===== src/rtl/mult_csa_pipe.sv =====
// Pipelined carry-save array multiplier with a valid/ready stream interface and a global stall.
// Define MULT_CSA_SIGNED_EN to add the tc port and Baugh-Wooley two's-complement mode.
module mult_csa_pipe #(
    parameter int WIDTH          = 4,
    parameter int ROWS_PER_STAGE = 1
) (
    input  logic                 clk,
    input  logic                 rst,
    input  logic                 in_valid,
    output logic                 in_ready,
    input  logic [WIDTH-1:0]     a,
    input  logic [WIDTH-1:0]     b,
`ifdef MULT_CSA_SIGNED_EN
    input  logic                 tc,
`endif
    output logic                 out_valid,
    input  logic                 out_ready,
    output logic [2*WIDTH-1:0]   y,
    output logic                 busy
);

    localparam int NS = (WIDTH + ROWS_PER_STAGE - 1) / ROWS_PER_STAGE;
`ifdef MULT_CSA_SIGNED_EN
    localparam logic [WIDTH-1:0] MSB_ONLY = {1'b1, {(WIDTH-1){1'b0}}};
`endif

    // One carry-save row: previous sum shifted down one weight, plus carries and new partial product.
    function automatic logic [2*WIDTH-1:0] csa_row(input logic [WIDTH-1:0] s,
                                                   input logic [WIDTH-1:0] c,
                                                   input logic [WIDTH-1:0] pp);
        logic [WIDTH-1:0] x;
        x = s >> 1;
        return {(x & pp) | (x & c) | (pp & c), x ^ pp ^ c};
    endfunction

    function automatic logic [WIDTH-1:0] ripple_add(input logic [WIDTH-1:0] x,
                                                    input logic [WIDTH-1:0] z);
        logic [WIDTH-1:0] r;
        logic             cy;
        cy = 1'b0;
        for (int j = 0; j < WIDTH; j++) begin
            r[j] = x[j] ^ z[j] ^ cy;
            cy   = (x[j] & z[j]) | (x[j] & cy) | (z[j] & cy);
        end
        return r;
    endfunction

    logic                 stall;
    logic [NS:0]          vld_q;
    logic [WIDTH-1:0]     a_q  [NS];
    logic [WIDTH-1:0]     b_q  [NS];
    logic [WIDTH-1:0]     s_q  [NS];
    logic [WIDTH-1:0]     c_q  [NS];
    logic [WIDTH-1:0]     lo_q [NS];
`ifdef MULT_CSA_SIGNED_EN
    logic                 tc_q [NS+1];
`endif
    logic                 out_vld_q;
    logic [2*WIDTH-1:0]   y_q;
    logic [WIDTH-1:0]     hi_d;

    assign stall     = out_vld_q & ~out_ready;
    assign in_ready  = ~stall;
    assign out_valid = out_vld_q;
    assign y         = y_q;
    assign busy      = (|vld_q) | out_vld_q;

    // S0: input register
    always_ff @(posedge clk) begin
        if (!stall) begin
            a_q[0] <= a;
            b_q[0] <= b;
`ifdef MULT_CSA_SIGNED_EN
            tc_q[0] <= tc;
`endif
        end
    end

    for (genvar k = 0; k < NS; k++) begin : g_stage
        localparam int R0 = k * ROWS_PER_STAGE;
        localparam int R1 = (R0 + ROWS_PER_STAGE < WIDTH) ? R0 + ROWS_PER_STAGE : WIDTH;

        logic [WIDTH-1:0] s_i, c_i, lo_i;
        logic [WIDTH-1:0] s_d, c_d, lo_d, pp;

        if (k == 0) begin : g_first
            assign s_i  = '0;
            assign c_i  = '0;
            assign lo_i = '0;
        end else begin : g_next
            assign s_i  = s_q[k-1];
            assign c_i  = c_q[k-1];
            assign lo_i = lo_q[k-1];
        end

        // CSA stage k: rows R0..R1-1 between registers
        always_comb begin
            s_d  = s_i;
            c_d  = c_i;
            lo_d = lo_i;
            pp   = '0;
            for (int r = R0; r < R1; r++) begin
                pp = a_q[k][r] ? b_q[k] : '0;
`ifdef MULT_CSA_SIGNED_EN
                if (tc_q[k])
                    pp = pp ^ ((r == WIDTH-1) ? ~MSB_ONLY : MSB_ONLY);
`endif
                {c_d, s_d} = csa_row(s_d, c_d, pp);
`ifdef MULT_CSA_SIGNED_EN
                // The 2^WIDTH correction rides in the empty row-0 carry slot of that weight.
                if (tc_q[k] && r == 0)
                    c_d[WIDTH-1] = 1'b1;
`endif
                lo_d[r] = s_d[0];
            end
        end

        always_ff @(posedge clk) begin
            if (!stall) begin
                s_q[k]  <= s_d;
                c_q[k]  <= c_d;
                lo_q[k] <= lo_d;
`ifdef MULT_CSA_SIGNED_EN
                tc_q[k+1] <= tc_q[k];
`endif
            end
        end

        if (k + 1 < NS) begin : g_fwd
            always_ff @(posedge clk) begin
                if (!stall) begin
                    a_q[k+1] <= a_q[k];
                    b_q[k+1] <= b_q[k];
                end
            end
        end
    end

    // Final carry-propagate adder resolves the upper half
    always_comb begin
        hi_d = ripple_add(s_q[NS-1] >> 1, c_q[NS-1]);
`ifdef MULT_CSA_SIGNED_EN
        if (tc_q[NS])
            hi_d[WIDTH-1] = ~hi_d[WIDTH-1];
`endif
    end

    always_ff @(posedge clk) begin
        if (rst) begin
            vld_q     <= '0;
            out_vld_q <= 1'b0;
            y_q       <= '0;
        end else if (!stall) begin
            vld_q     <= {vld_q[NS-1:0], in_valid};
            out_vld_q <= vld_q[NS];
            if (vld_q[NS])
                y_q <= {hi_d, lo_q[NS-1]};
        end
    end

endmodule


===== config.mk =====
export PLATFORM = sky130hd
export DESIGN_NAME = mult_csa_pipe
export DESIGN_NICKNAME = d
export VERILOG_FILES = /design/src/rtl/mult_csa_pipe.sv
export SDC_FILE = /design/constraint.sdc
export NUM_CORES = 1
export LEC_CHECK = 0
export ABC_CLOCK_PERIOD_IN_PS = 2000
export CAP_MARGIN = 20
export CORE_ASPECT_RATIO = 1.25
export CORE_MARGIN = 2
export CORE_UTILIZATION = 50
export DETAILED_ROUTE_END_ITERATION = 6
export PLACE_DENSITY_LB_ADDON = 0.12
export SLEW_MARGIN = 5
export SYNTH_ARGS = -nofsm -noshare
export SYNTH_HDL_FRONTEND = slang
export SYNTH_SLANG_ARGS = --single-unit
export TNS_END_PERCENT = 30

===== constraint.sdc =====
create_clock -name clk -period 2 [get_ports clk]
set_input_delay 0.6 -clock clk [delete_from_list [all_inputs] [get_ports clk]]
set_output_delay 0.6 -clock clk [all_outputs]
set_load 0.02 [all_outputs]

== Word level (Yosys, flattened, before mapping) ==
Memories as Yosys holds them, arrays and structs flattened. A register that Yosys moved wholly into a read port is not among the register bits.
Index checks and enable logic that the tools add are counted.

* Bits in registers: 14
* Memory bits (writable): 80
* Input port bits: 12
* Logic and storage cells: 57
* Memories kept: 5

* Muxes and demuxes: 5
* Bitwise gates (word level): 42
* Reductions and logical operators: 2

{| class="wikitable"
|+ Memory list
! name !! words !! width !! read ports !! clocked after memory_dff !! wr ports !! line !! RTL
|-
| a_q || 4 || 4 || 4 || 0 || 4 || 50 || <nowiki>logic [WIDTH-1:0] a_q [NS];</nowiki>
|-
| b_q || 4 || 4 || 4 || 0 || 4 || 51 || <nowiki>logic [WIDTH-1:0] b_q [NS];</nowiki>
|-
| c_q || 4 || 4 || 4 || 0 || 4 || 53 || <nowiki>logic [WIDTH-1:0] c_q [NS];</nowiki>
|-
| lo_q || 4 || 4 || 4 || 1 || 4 || 54 || <nowiki>logic [WIDTH-1:0] lo_q [NS];</nowiki>
|-
| s_q || 4 || 4 || 4 || 0 || 4 || 52 || <nowiki>logic [WIDTH-1:0] s_q [NS];</nowiki>
|}

{| class="wikitable"
|+ Operators by type and width
! cell !! number
|-
| 3-bit by 4-bit bitwise AND with 4-bit output || 6
|-
| 4-bit OR || 6
|-
| 4-bit 2-to-1 mux || 4
|-
| 4-bit bitwise AND || 3
|-
| 3-bit by 4-bit XOR with 4-bit output || 3
|-
| 4-bit XOR || 3
|-
| 1-bit bitwise AND || 8
|-
| 1-bit XOR || 6
|-
| 1-bit OR || 5
|-
| 5-bit OR reduction || 1
|-
| 1-bit inverter || 2
|-
| 2-bit AND reduction || 1
|-
| 1-bit 2-to-1 mux || 1
|}

== Logic depth before layout (Yosys ltp) ==
Gate-level depths: netlist (run 1).
An unclocked memory read counts as a cell.

* Depth after elaboration: 9
* Gate-level depth with buffers: 6
* Mapped depth without buffers: 6

== Worst setup path before layout (run 1) ==
Ideal clock, no wire load.

* Path type: input port to output port
* Start: input port out_ready
* End: output port in_ready
* Data arrival time: 1.105 ns
* Data required time: 1.400 ns
* Setup slack: 0.295 ns
* Cell stages on the path: 3
* Path buffers: 1
* Path through: nor2b_4 > inv_4 > buf_6

* Cells in the longest elaborated chain, start to end: 3

{| class="wikitable"
|+ RTL lines
! element !! line !! RTL
|-
| from (decl) || 17 || <nowiki>input logic out_ready,</nowiki>
|-
| 1-bit inverter || 62 || <nowiki>assign stall = out_vld_q & ~out_ready;</nowiki>
|-
| 1-bit bitwise AND || 62 ||
|-
| 1-bit inverter (no line) || - ||
|-
| to (decl) || 10 || <nowiki>output logic in_ready,</nowiki>
|}

No other way between the ends.

== Final worst setup path (run 1) ==
* Start: register out_vld_q, in the netlist out_valid
* End: output port busy

* Cells in the longest elaborated chain, start to end: 1

{| class="wikitable"
|+ RTL lines
! element !! line !! RTL
|-
| from (decl) || 58 || <nowiki>logic out_vld_q;</nowiki>
|-
| from (signal assigned) || 155 || <nowiki>out_vld_q <= vld_q[NS];</nowiki>
|-
| 1-bit OR || 66 || <nowiki>assign busy = (|vld_q) | out_vld_q;</nowiki>
|-
| to (decl) || 19 || <nowiki>output logic busy</nowiki>
|}

No other way between the ends.

==> run_results.csv, run 1 <==
group,metric,value,unit
sta,rsz0062_at_grt,"no",
setup_path,worstPathArrival,1.31,ns
logic_synthesis,synth_edf_count,57,
layout,nNetsFinal,233,
setup_path,timing.rr.end,"y[6]$_SDFFE_PP0P_",
clock_network,clock_latency,0.33,ns
run,max-cap-violations,0,
floorplan,core_area,5116,um2
clock_network,cts_buffers,9,
logic_synthesis,syn-instance-count,175,
logic_synthesis,yosysUniqueCellTypes,20,
setup_path,crit_path_max_incr_delay,0.33,ns
route,wl_per_cell,12.56,um
pwr,power,3.121,mW
sta,worst_pin_slew,0.6031,ns
layout,drive_gt1_share,14.02,%
place,routabilityCongestion,0.7014,
layout,fin_area,3203,um2
setup_path,required,1.40,ns
clock_network,cts.sinks,71,
floorplan,ios,23,
logic_synthesis,ys_warn_count,0,
logic_synthesis,synth_flop_cell,"edfxtp_1",
floorplan,die_x,69.33,um
sta,max_freq,522.4,MHz
setup_path,reg2regPathDepth,5,
pwr,p_leak,1.266,nW
global_routing,met2_usage,24.21,%
sta,hold_viol_final,0,
global_routing,top_usage_layer,"met2",
setup_path,path_max_fanout,3,
hold_path,hold_end,"lo_q[3][0]$_DFFE_PN_",
clock_network,hold_buffers,0,
floorplan,start_util,52.14,%
setup_path,r2r_slack,0.22,ns
logic_synthesis,yosysSeqAreaShare,74.67,%
hold_path,min_from,"lo_q[2][0]$_DFFE_PN_",
clock_network,cts-htree-levels,3,
sta,skew,0.01419,ns
hold_path,worstHoldPathCells,0,
clock_network,clkTransAtPathRegs,0.08,ns
logic_synthesis,async_flop_share,0,%
logic_synthesis,syn_avg_cell_area,15.24,um2
route,firstDrtPassIters,3,
clock_network,cts_max_path_buffers,2,
setup_path,worstReg2RegStart,"c_q[3][0]$_DFFE_PN_",
global_routing,grt_pass1_vias,1418,
logic_synthesis,syn-cell-area,2668,um2
setup_path,timing_worst_setup_path_type,"flip-flop to primary output",
pwr,powerDensity,974.3,nW/um2
logic_synthesis,yosys-top-cells-area,"edfxtp_1 64%, dfxtp_1 11%, fa_1 6.0%",
sta,slew_violations,0,
floorplan,die_y,85.67,um
place,place_area,2970,um2
logic_synthesis,yosysMostFrequentCell,"edfxtp_1",
sta,slew_headroom,59.67,%
outcome,outcome,"finished clean",
global_routing,grtUsageMet1,13.89,%
floorplan,dieArea,5939,um2
global_routing,grt_max_degree,31,
logic_synthesis,synth.top_cell.area_share,64.17,%
route,wl,3.466,mm
route,drc,0,
logic_synthesis,yosys_register_bits,71,
layout,areaGrowthSynthToFinish,20.07,%
sta,holdWs,0.4120,ns
layout,final_core_util,62.61,%
logic_synthesis,yosysTopAreaCell,"edfxtp_1",
logic_synthesis,ys_top_cells_by_count,"57 x edfxtp_1, 27 x inv_1, 17 x nand2_1",
layout,diodes,0,
global_routing,grt_usage,13.68,%
setup_path,setup.worst_path.start_class,"flip-flop",
setup_path,slowest_stage,"dfxtp_1",
setup_path,endpoint_kind,"primary output",
global_routing,antenna_found_initial,0,
setup_path,worst_path_dominant_cell_family,"simple AND/OR/NAND/NOR gates",
global_routing,overflow,0,
route,via_per_inst,4.877,
pwr,vdd_drop_max,0.5990,mV
sta,period_share,95.72,%
route,drt_iter0_markers,90,
sta,period_needed,1.914,ns
hold_path,hold_path.class,"flip-flop to flip-flop",
setup_path,path_buf_inv,1,
global_routing,use_met3,3.525,%
place,hpwl,2.417,mm
route,dr_total_vias,1346,
route,antenna_left,0,
floorplan,rows,29,
setup_path,cp_cell_sequence,"nor4_1 -> nand2_1 -> dlygate4sd2_1",
global_routing,grt_pass1_wl,6.037,mm
place,io_buffers,22,
sta,setup_viol_count_final,0,
clock_network,cts_tree,"done",
logic_synthesis,synth_nets,199,
clock_network,clock-root-buffer,"clkbuf_8",
worst register-to-register path: stages (launching register included):
cell and delay, ns:
edfxtp_1 0.37, ha_1 0.23, fa_1 0.39, inv_1 0.08, fa_1 0.43, a311oi_2 0.20
logic make-up after synthesis:
kind of cell | count (synthesis) | share of synthesized area (%)
buffers and inverters | 33 | 5.394
and+or+nand+nor | 37 | 6.989
DFF | 71 | 74.67
AOI/OAI and AO/OA | 22 | 5.065
adders and majority gates | 12 | 7.880
worst max path at each step:
stage | startpoint | end | slack, ns | cells past startpoint
after floorplan | out_ready | in_ready | 0.29 | 3
after global placement | out_ready | in_ready | -0.43 | 4
after detailed placement | out_ready | in_ready | -0.42 | 4
after CTS | vld_q[2]$_SDFFE_PP0N_ | busy | 0.04 | 3
after global routing | out_valid$_SDFFE_PP0N_ | busy | 0.02 | 3
final | out_valid$_SDFFE_PP0N_ | busy | 0.09 | 3
what timing repair did:
item                       CTS  global route
hold endpoints to repair     0             0
gates resized for setup      6             0
setup buffers                0             0
pin swaps                    0             1
setup endpoints to repair    2             1
sequential cells by signal, indices dropped and copies added (netlist names):
name	count
b_q	16
out_valid	1
vld_q	5
lo_q	7
c_q	9
y	8
a_q	10
s_q	15
layout make-up:
class / count / area (um2)
fill: 371 / 1913
multi-input combinational: 71 / 531.8
tap: 62 / 77.57
sequential: 71 / 1992
clock buffer: 14 / 226.5
inverter: 29 / 111.4
clock inverter: 2 / 13.76
timing repair buffer: 27 / 250.2
power by group:
part	internal, mW	switching [mW]
clock network	0.746	0.499
registers	1.71	0.0355
logic	0.0653	0.0693
cell usage in the layout (no fill, tap or decap), types with 2 or more instances in the layout:
cell type	n
dfxtp_1	14
and2_1	10
fa_1	8
nand3_1	6
dlygate4sd2_1	2
clkdlybuf4s50_1	19
nand2_1	17
clkbuf_16	3
clkbuf_8	11
a21oi_2	4
o21ai_1	7
a21oi_1	10
edfxtp_1	57
buf_4	5
inv_1	27
ha_1	4
stage by stage:
stage | instances | setup TNS [ns] | setup WS (ns)
final | 276 | 0 | 0.08569
after CTS | 276 | 0 | 0.03814
after global routing | 276 | 0 | 0.02375
after floorplan | 175 | 0 | 0.2949
after global placement | 260 | -9.852 | -0.4270
after detailed placement | 260 | -11.16 | -0.4235
per-layer routing:
metal  wire length, um  vias up
li1                  -      657
met5                 0        -
met1              1376      656
met2              1901       27
met3               121        6
met4                66        0
(Power assumes the default switching activity.)
==> run 2: changes to the inputs <==
--- a/config.mk
+++ b/config.mk
@@ -12,6 +12,7 @@
 export CORE_UTILIZATION = 50
 export DETAILED_ROUTE_END_ITERATION = 6
 export PLACE_DENSITY_LB_ADDON = 0.12
+export SETUP_SLACK_MARGIN = 0.05
 export SLEW_MARGIN = 5
 export SYNTH_ARGS = -nofsm -noshare
 export SYNTH_HDL_FRONTEND = slang
==> run_results.csv, run 2 (synthesized netlist as in run 1, its figures left out) <==
group,metric,value,unit
route,wl,3.466,mm
layout,final_cell_mix,"57 x edfxtp_1, 27 x inv_1, 19 x clkdlybuf4s50_1",
route,antenna_left,0,
route,firstDrtPassIters,3,
sta,period_needed,1.889,ns
route,dr_total_vias,1346,
clock_network,clock_latency,0.33,ns
layout,largest-register,"b_q",
layout,drive_gt1_share,14.02,%
sta,setup_viol_count_final,0,
sta,tns,0,ns
layout,final_common_cell,"edfxtp_1",
floorplan,dieArea,5939,um2
layout,largestRegisters,"b_q (16), s_q (15), a_q (10)",
sta,holdWs,0.4120,ns
pwr,power,3.121,mW
clock_network,cts_max_path_buffers,2,
layout,final_cell_count_no_fill,276,
pwr,p_leak,1.264,nW
clock_network,clock-root-buffer,"clkbuf_8",
global_routing,grt_pass1_wl,6.037,mm
global_routing,grt_pass1_vias,1418,
setup_path,slowest_stage,"clkdlybuf4s50_1",
setup_path,setup.worst_path.start_class,"flip-flop",
setup_path,timing_worst_setup_path_type,"flip-flop to primary output",
setup_path,worst_path_dominant_cell_family,"buffers and inverters",
sta,max_freq,529.4,MHz
setup_path,path_buf_inv,1,
setup_path,worstPathArrival,1.29,ns
setup_path,cp_cell_sequence,"clkdlybuf4s50_1",
clock_network,cts.sinks,71,
sta,skew,0.01419,ns
setup_path,crit_path_max_incr_delay,0.61,ns
setup_path,required,1.40,ns
sta,worst_pin_slew,0.6031,ns
global_routing,antenna_found_initial,0,
layout,final_core_util,62.63,%
floorplan,core_area,5116,um2
sta,hold_viol_final,0,
clock_network,cts_tree,"done",
floorplan,die_x,69.33,um
route,via_per_inst,4.877,
route,wl_per_cell,12.56,um
global_routing,grt_usage,13.68,%
sta,period_share,94.44,%
outcome,outcome,"finished clean",
layout,areaGrowthSynthToFinish,20.12,%
global_routing,grt_max_degree,31,
layout,largest_reg_flops,16,
route,drc,0,
place,routabilityCongestion,0.7014,
floorplan,die_y,85.67,um
sta,slew_headroom,59.67,%
place,dp.cells,260,
clock_network,hold_buffers,0,
setup_path,path_max_fanout,3,
place,hpwl,2.417,mm
clock_network,cts_buffers,9,
sta,rsz0062_at_grt,"yes",
route,drt_iter0_markers,90,
floorplan,start_util,52.14,%
layout,diodes,0,
hold_path,hold_path.class,"flip-flop to flip-flop",
floorplan,ios,23,
setup_path,endpoint_kind,"primary output",
layout,nNetsFinal,233,
pwr,vdd_drop_max,0.5990,mV
floorplan,rows,29,
place,io_buffers,22,
clock_network,postCtsSetupRepairBufs,0,
sta,slew_violations,0,
run,max-cap-violations,0,
clock_network,cts-htree-levels,3,
clock_network,clkTransAtPathRegs,0.08,ns
pwr,powerDensity,974.1,nW/um2
global_routing,overflow,0,
## run 2: cell types whose count changed in the layout (fill, tap and decap cells not counted), sizes merged
cell	change
clkdlybuf4s15	+1
dlygate4sd2	-1
## run 2: power breakdown
| group | total (mW) | switching (mW) | internal [mW] |
|---|---|---|---|
| clock | 1.24 | 0.499 | 0.746 |
| sequential | 1.74 | 0.0355 | 1.71 |
| combinational | 0.135 | 0.0694 | 0.0658 |
| total | 3.12 | 0.604 | 2.52 |
## run 2: final timing paths
path / start / to / slack [ns] / cells past startpoint
setup / recovery: out_valid$_SDFFE_PP0N_ / out_valid / 0.11 / 1
hold / removal: lo_q[2][0]$_DFFE_PN_ / lo_q[3][0]$_DFFE_PN_ / 0.41 / 0
setup reg to reg: c_q[3][0]$_DFFE_PN_ / y[6]$_SDFFE_PP0P_ / 0.22 / 5
hold reg to reg: lo_q[2][0]$_DFFE_PN_ / lo_q[3][0]$_DFFE_PN_ / 0.41 / 0
## run 2: layout make-up
type,instances,area (um2)
Sequential cell,71,1992
Fill cell,370,1912
Multi-Input combinational cell,71,531.8
Timing Repair Buffer,27,251.5
Clock buffer,14,226.5
Inverter,29,111.4
Tap cell,62,77.57
Clock inverter,2,13.76
## run 2: what timing repair did
item,in CTS,in global routing
endpoints found under the setup margin,2,2
pin swaps,0,1
resized for setup,6,1
## run 2: worst reg2reg max path, stage by stage, from the launching register on
cell	delay [ns]
edfxtp_1	0.37
ha_1	0.23
fa_1	0.39
inv_1	0.08
fa_1	0.43
a311oi_2	0.20
## run 2: metrics by stage
stage,area (um2),worst slack [ns]
after floorplan,2668,0.2949
after global placement,2970,-0.4270
after detailed placement,2970,-0.4235
after CTS,3203,0.03814
after global routing,3204,0.04781
final,3204,0.1112
## run 2: metal layers
| metal | global-route usage (%) | vias to the layer above | share of wire, % |
|---|---|---|---|
| met2 | 24.21 | 27 | 55 |
| met5 | 0 | - | 0 |
| li1 | - | 657 | - |
| met3 | 3.525 | 6 | 3.5 |
| met1 | 13.89 | 656 | 40 |
| met4 | 9.982 | 0 | 1.9 |
==> run 3: changes to the inputs <==
--- a/config.mk
+++ b/config.mk
@@ -5,11 +5,14 @@
 export SDC_FILE = /design/constraint.sdc
 export NUM_CORES = 1
 export LEC_CHECK = 0
+export ABC_AREA = 1
 export ABC_CLOCK_PERIOD_IN_PS = 2000
 export CAP_MARGIN = 20
+export CELL_PAD_IN_SITES_DETAIL_PLACEMENT = 2
+export CELL_PAD_IN_SITES_GLOBAL_PLACEMENT = 2
 export CORE_ASPECT_RATIO = 1.25
 export CORE_MARGIN = 2
-export CORE_UTILIZATION = 50
+export CORE_UTILIZATION = 40
 export DETAILED_ROUTE_END_ITERATION = 6
 export PLACE_DENSITY_LB_ADDON = 0.12
 export SETUP_SLACK_MARGIN = 0.05
==> run_results.csv, run 3 <==
group,metric,value,unit
outcome,outcome,"finished clean",
route,firstDrtPassIters,3,
layout,largestRegisters,"b_q (16), s_q (15), a_q (10)",
sta,period_needed,1.908,ns
setup_path,setup.worst_path.start_class,"flip-flop",
layout,final_cell_mix,"57 x edfxtp_1, 46 x inv_1, 24 x nand2_1",
floorplan,die_x,77.81,um
clock_network,clkTransAtPathRegs,0.08,ns
logic_synthesis,yosys_register_bits,71,
setup_path,cp_cell_sequence,"clkdlybuf4s50_1",
pwr,combPwrFrac,5.9,%
layout,largest_reg_flops,16,
layout,drive_gt1_share,9.167,%
setup_path,worstPathArrival,1.31,ns
setup_path,crit_path_max_incr_delay,0.62,ns
logic_synthesis,yosysUniqueCellTypes,15,
global_routing,overflow,0,
hold_path,worstHoldPathCells,0,
logic_synthesis,yosysTopAreaCell,"edfxtp_1",
pwr,p_leak,1.414,nW
place,place_area,3035,um2
clock_network,postCtsSetupRepairBufs,0,
setup_path,path_buf_inv,1,
setup_path,r2r_slack,0.19,ns
clock_network,cts.sinks,71,
pwr,power,3.058,mW
sta,fin_ws,0.09204,ns
setup_path,endpoint_kind,"primary output",
route,via_per_inst,4.535,
setup_path,slowest_stage,"clkdlybuf4s50_1",
clock_network,cts-htree-levels,3,
setup_path,worstReg2RegStart,"c_q[3][0]$_DFFE_PN_",
sta,skew,0.01105,ns
logic_synthesis,yosysSeqAreaShare,73.13,%
hold_path,hold_path.class,"flip-flop to flip-flop",
sta,slew_violations,0,
logic_synthesis,yosys-top-cells-area,"edfxtp_1 63%, dfxtp_1 10%, inv_1 6.3%",
logic_synthesis,synth_flop_cell,"edfxtp_1",
sta,worst_pin_slew,0.4247,ns
layout,final_core_util,49.32,%
layout,fin_area,3238,um2
layout,final_cell_count_no_fill,327,
logic_synthesis,syn-instance-count,204,
route,antenna_left,0,
global_routing,grt_pass1_wl,8.100,mm
logic_synthesis,ys_top_cells_by_count,"57 x edfxtp_1, 46 x inv_1, 24 x nand2_1",
place,place_ws,-0.3991,ns
pwr,p_switching,0.6899,mW
sta,max_freq,524.1,MHz
pwr,pwr-share-clk,36.7,%
logic_synthesis,synth_edf_count,57,
logic_synthesis,synth_nets,228,
logic_synthesis,syn_avg_cell_area,13.35,um2
floorplan,dieArea,7490,um2
clock_network,cts_tree,"done",
clock_network,clock_latency,0.34,ns
pwr,powerDensity,944.4,nW/um2
route,wl,4.878,mm
logic_synthesis,yosysMostFrequentCell,"edfxtp_1",
hold_path,hold_end,"lo_q[3][2]$_DFFE_PN_",
logic_synthesis,synth.top_cell.area_share,62.84,%
global_routing,antenna_found_initial,0,
setup_path,timing_worst_setup_path_type,"flip-flop to primary output",
place,io_buffers,22,
place,dp.cells,311,
sta,rsz0062_at_grt,"no",
global_routing,grt_pass1_vias,1717,
sta,setup_viol_count_final,0,
pwr,p_int,2.368,mW
clock_network,cts_max_path_buffers,2,
layout,nNetsFinal,259,
floorplan,ios,23,
route,drc,0,
setup_path,required,1.40,ns
floorplan,core_area,6565,um2
pwr,pwr-share-seq,57.4,%
clock_network,clock-root-buffer,"clkbuf_8",
layout,final_common_cell,"edfxtp_1",
layout,areaGrowthSynthToFinish,18.88,%
layout,diodes,0,
layout,largest-register,"b_q",
sta,hold_viol_final,0,
pwr,vdd_drop_max,0.4976,mV
setup_path,worst_path_dominant_cell_family,"buffers and inverters",
route,wl_per_cell,14.92,um
logic_synthesis,ys_warn_count,0,
logic_synthesis,syn-cell-area,2724,um2
logic_synthesis,async_flop_share,0,%
route,dr_total_vias,1483,
setup_path,cp-startpoint,"y[2]$_SDFFE_PP0P_",
global_routing,grt_max_degree,46,
route,drt_iter0_markers,35,
floorplan,start_util,41.49,%
place,hpwl,3.342,mm
setup_path,reg2regPathDepth,7,
sta,slew_headroom,71.65,%
global_routing,grt_usage,14.91,%
clock_network,cts_buffers,9,
place,routabilityCongestion,0.7182,
floorplan,rows,33,
pwr,switching_share,22.56,%
sta,period_share,95.40,%
floorplan,die_y,96.26,um
setup_path,path_max_fanout,2,
hold_path,min_from,"s_q[2][0]$_DFFE_PN_",
setup_path,timing.rr.end,"y[6]$_SDFFE_PP0P_",
run,max-cap-violations,0,
run 3: cell families (layout without fill, tap and decap cells):
| logic type | count (synthesis) | count (layout) | share of synthesized area [%] |
|---|---|---|---|
| AO/OA/AOI/OAI | 13 | 13 | 2.526 |
| adder cells (fa/ha/maj) | 12 | 12 | 7.717 |
| buffers and inverters | 51 | 87 | 8.268 |
| flip-flops | 71 | 71 | 73.13 |
| AND/OR/NAND/NOR | 57 | 57 | 8.360 |
run 3: how the worst max path moves through the flow:
stage | to | slack, ns | depth (start not counted)
after global placement | in_ready | -0.41 | 4
after CTS | in_ready | 0.03 | 4
after global routing | y[3] | 0.06 | 1
after detailed placement | in_ready | -0.40 | 4
final | y[2] | 0.09 | 1
after floorplan | in_ready | 0.27 | 3
run 3: metrics by stage:
step | TNS, ns | hold slack [ns]
after global placement | -9.012 | 0.4011
after floorplan | 0 | 0.4003
after detailed placement | -12.02 | 0.4079
after CTS | 0 | 0.4257
final | 0 | 0.4191
after global routing | 0 | 0.4264
run 3: timing repair:
| action | CTS | global route |
|---|---|---|
| gates resized for setup | 6 | 4 |
| hold buffers | 0 | 0 |
| endpoints found under the setup margin | 3 | 44 |
run 3: area by class of cell:
| type | instances | area [um2] |
|---|---|---|
| Fill cell | 627 | 3327 |
| Clock inverter | 7 | 73.82 |
| Inverter | 46 | 172.7 |
| Tap cell | 87 | 108.9 |
| Sequential cell | 71 | 1992 |
| Multi-Input combinational cell | 82 | 506.7 |
| Timing Repair Buffer | 25 | 260.3 |
| Clock buffer | 9 | 123.9 |
run 3: power groups by stage:
stage / combinational (mW) / clock (mW) / sequential, mW
2_1_floorplan: 0.111 / 0 / 1.78
3_3_place_gp: 0.163 / 0 / 1.78
3_5_place_dp: 0.186 / 0 / 1.79
4_1_cts: 0.189 / 1.16 / 1.76
5_1_grt: 0.218 / 1.21 / 1.77
6_report: 0.180 / 1.12 / 1.76
run 3: routing by layer:
metal / part of all wire, % / global-route usage [%] / vias up
met5: 0 / 0 / -
met4: 2.4 / 8.482 / 0
met3: 2.7 / 3.002 / 11
met2: 56 / 28.16 / 28
met1: 38 / 15.33 / 733
li1: - / - / 711
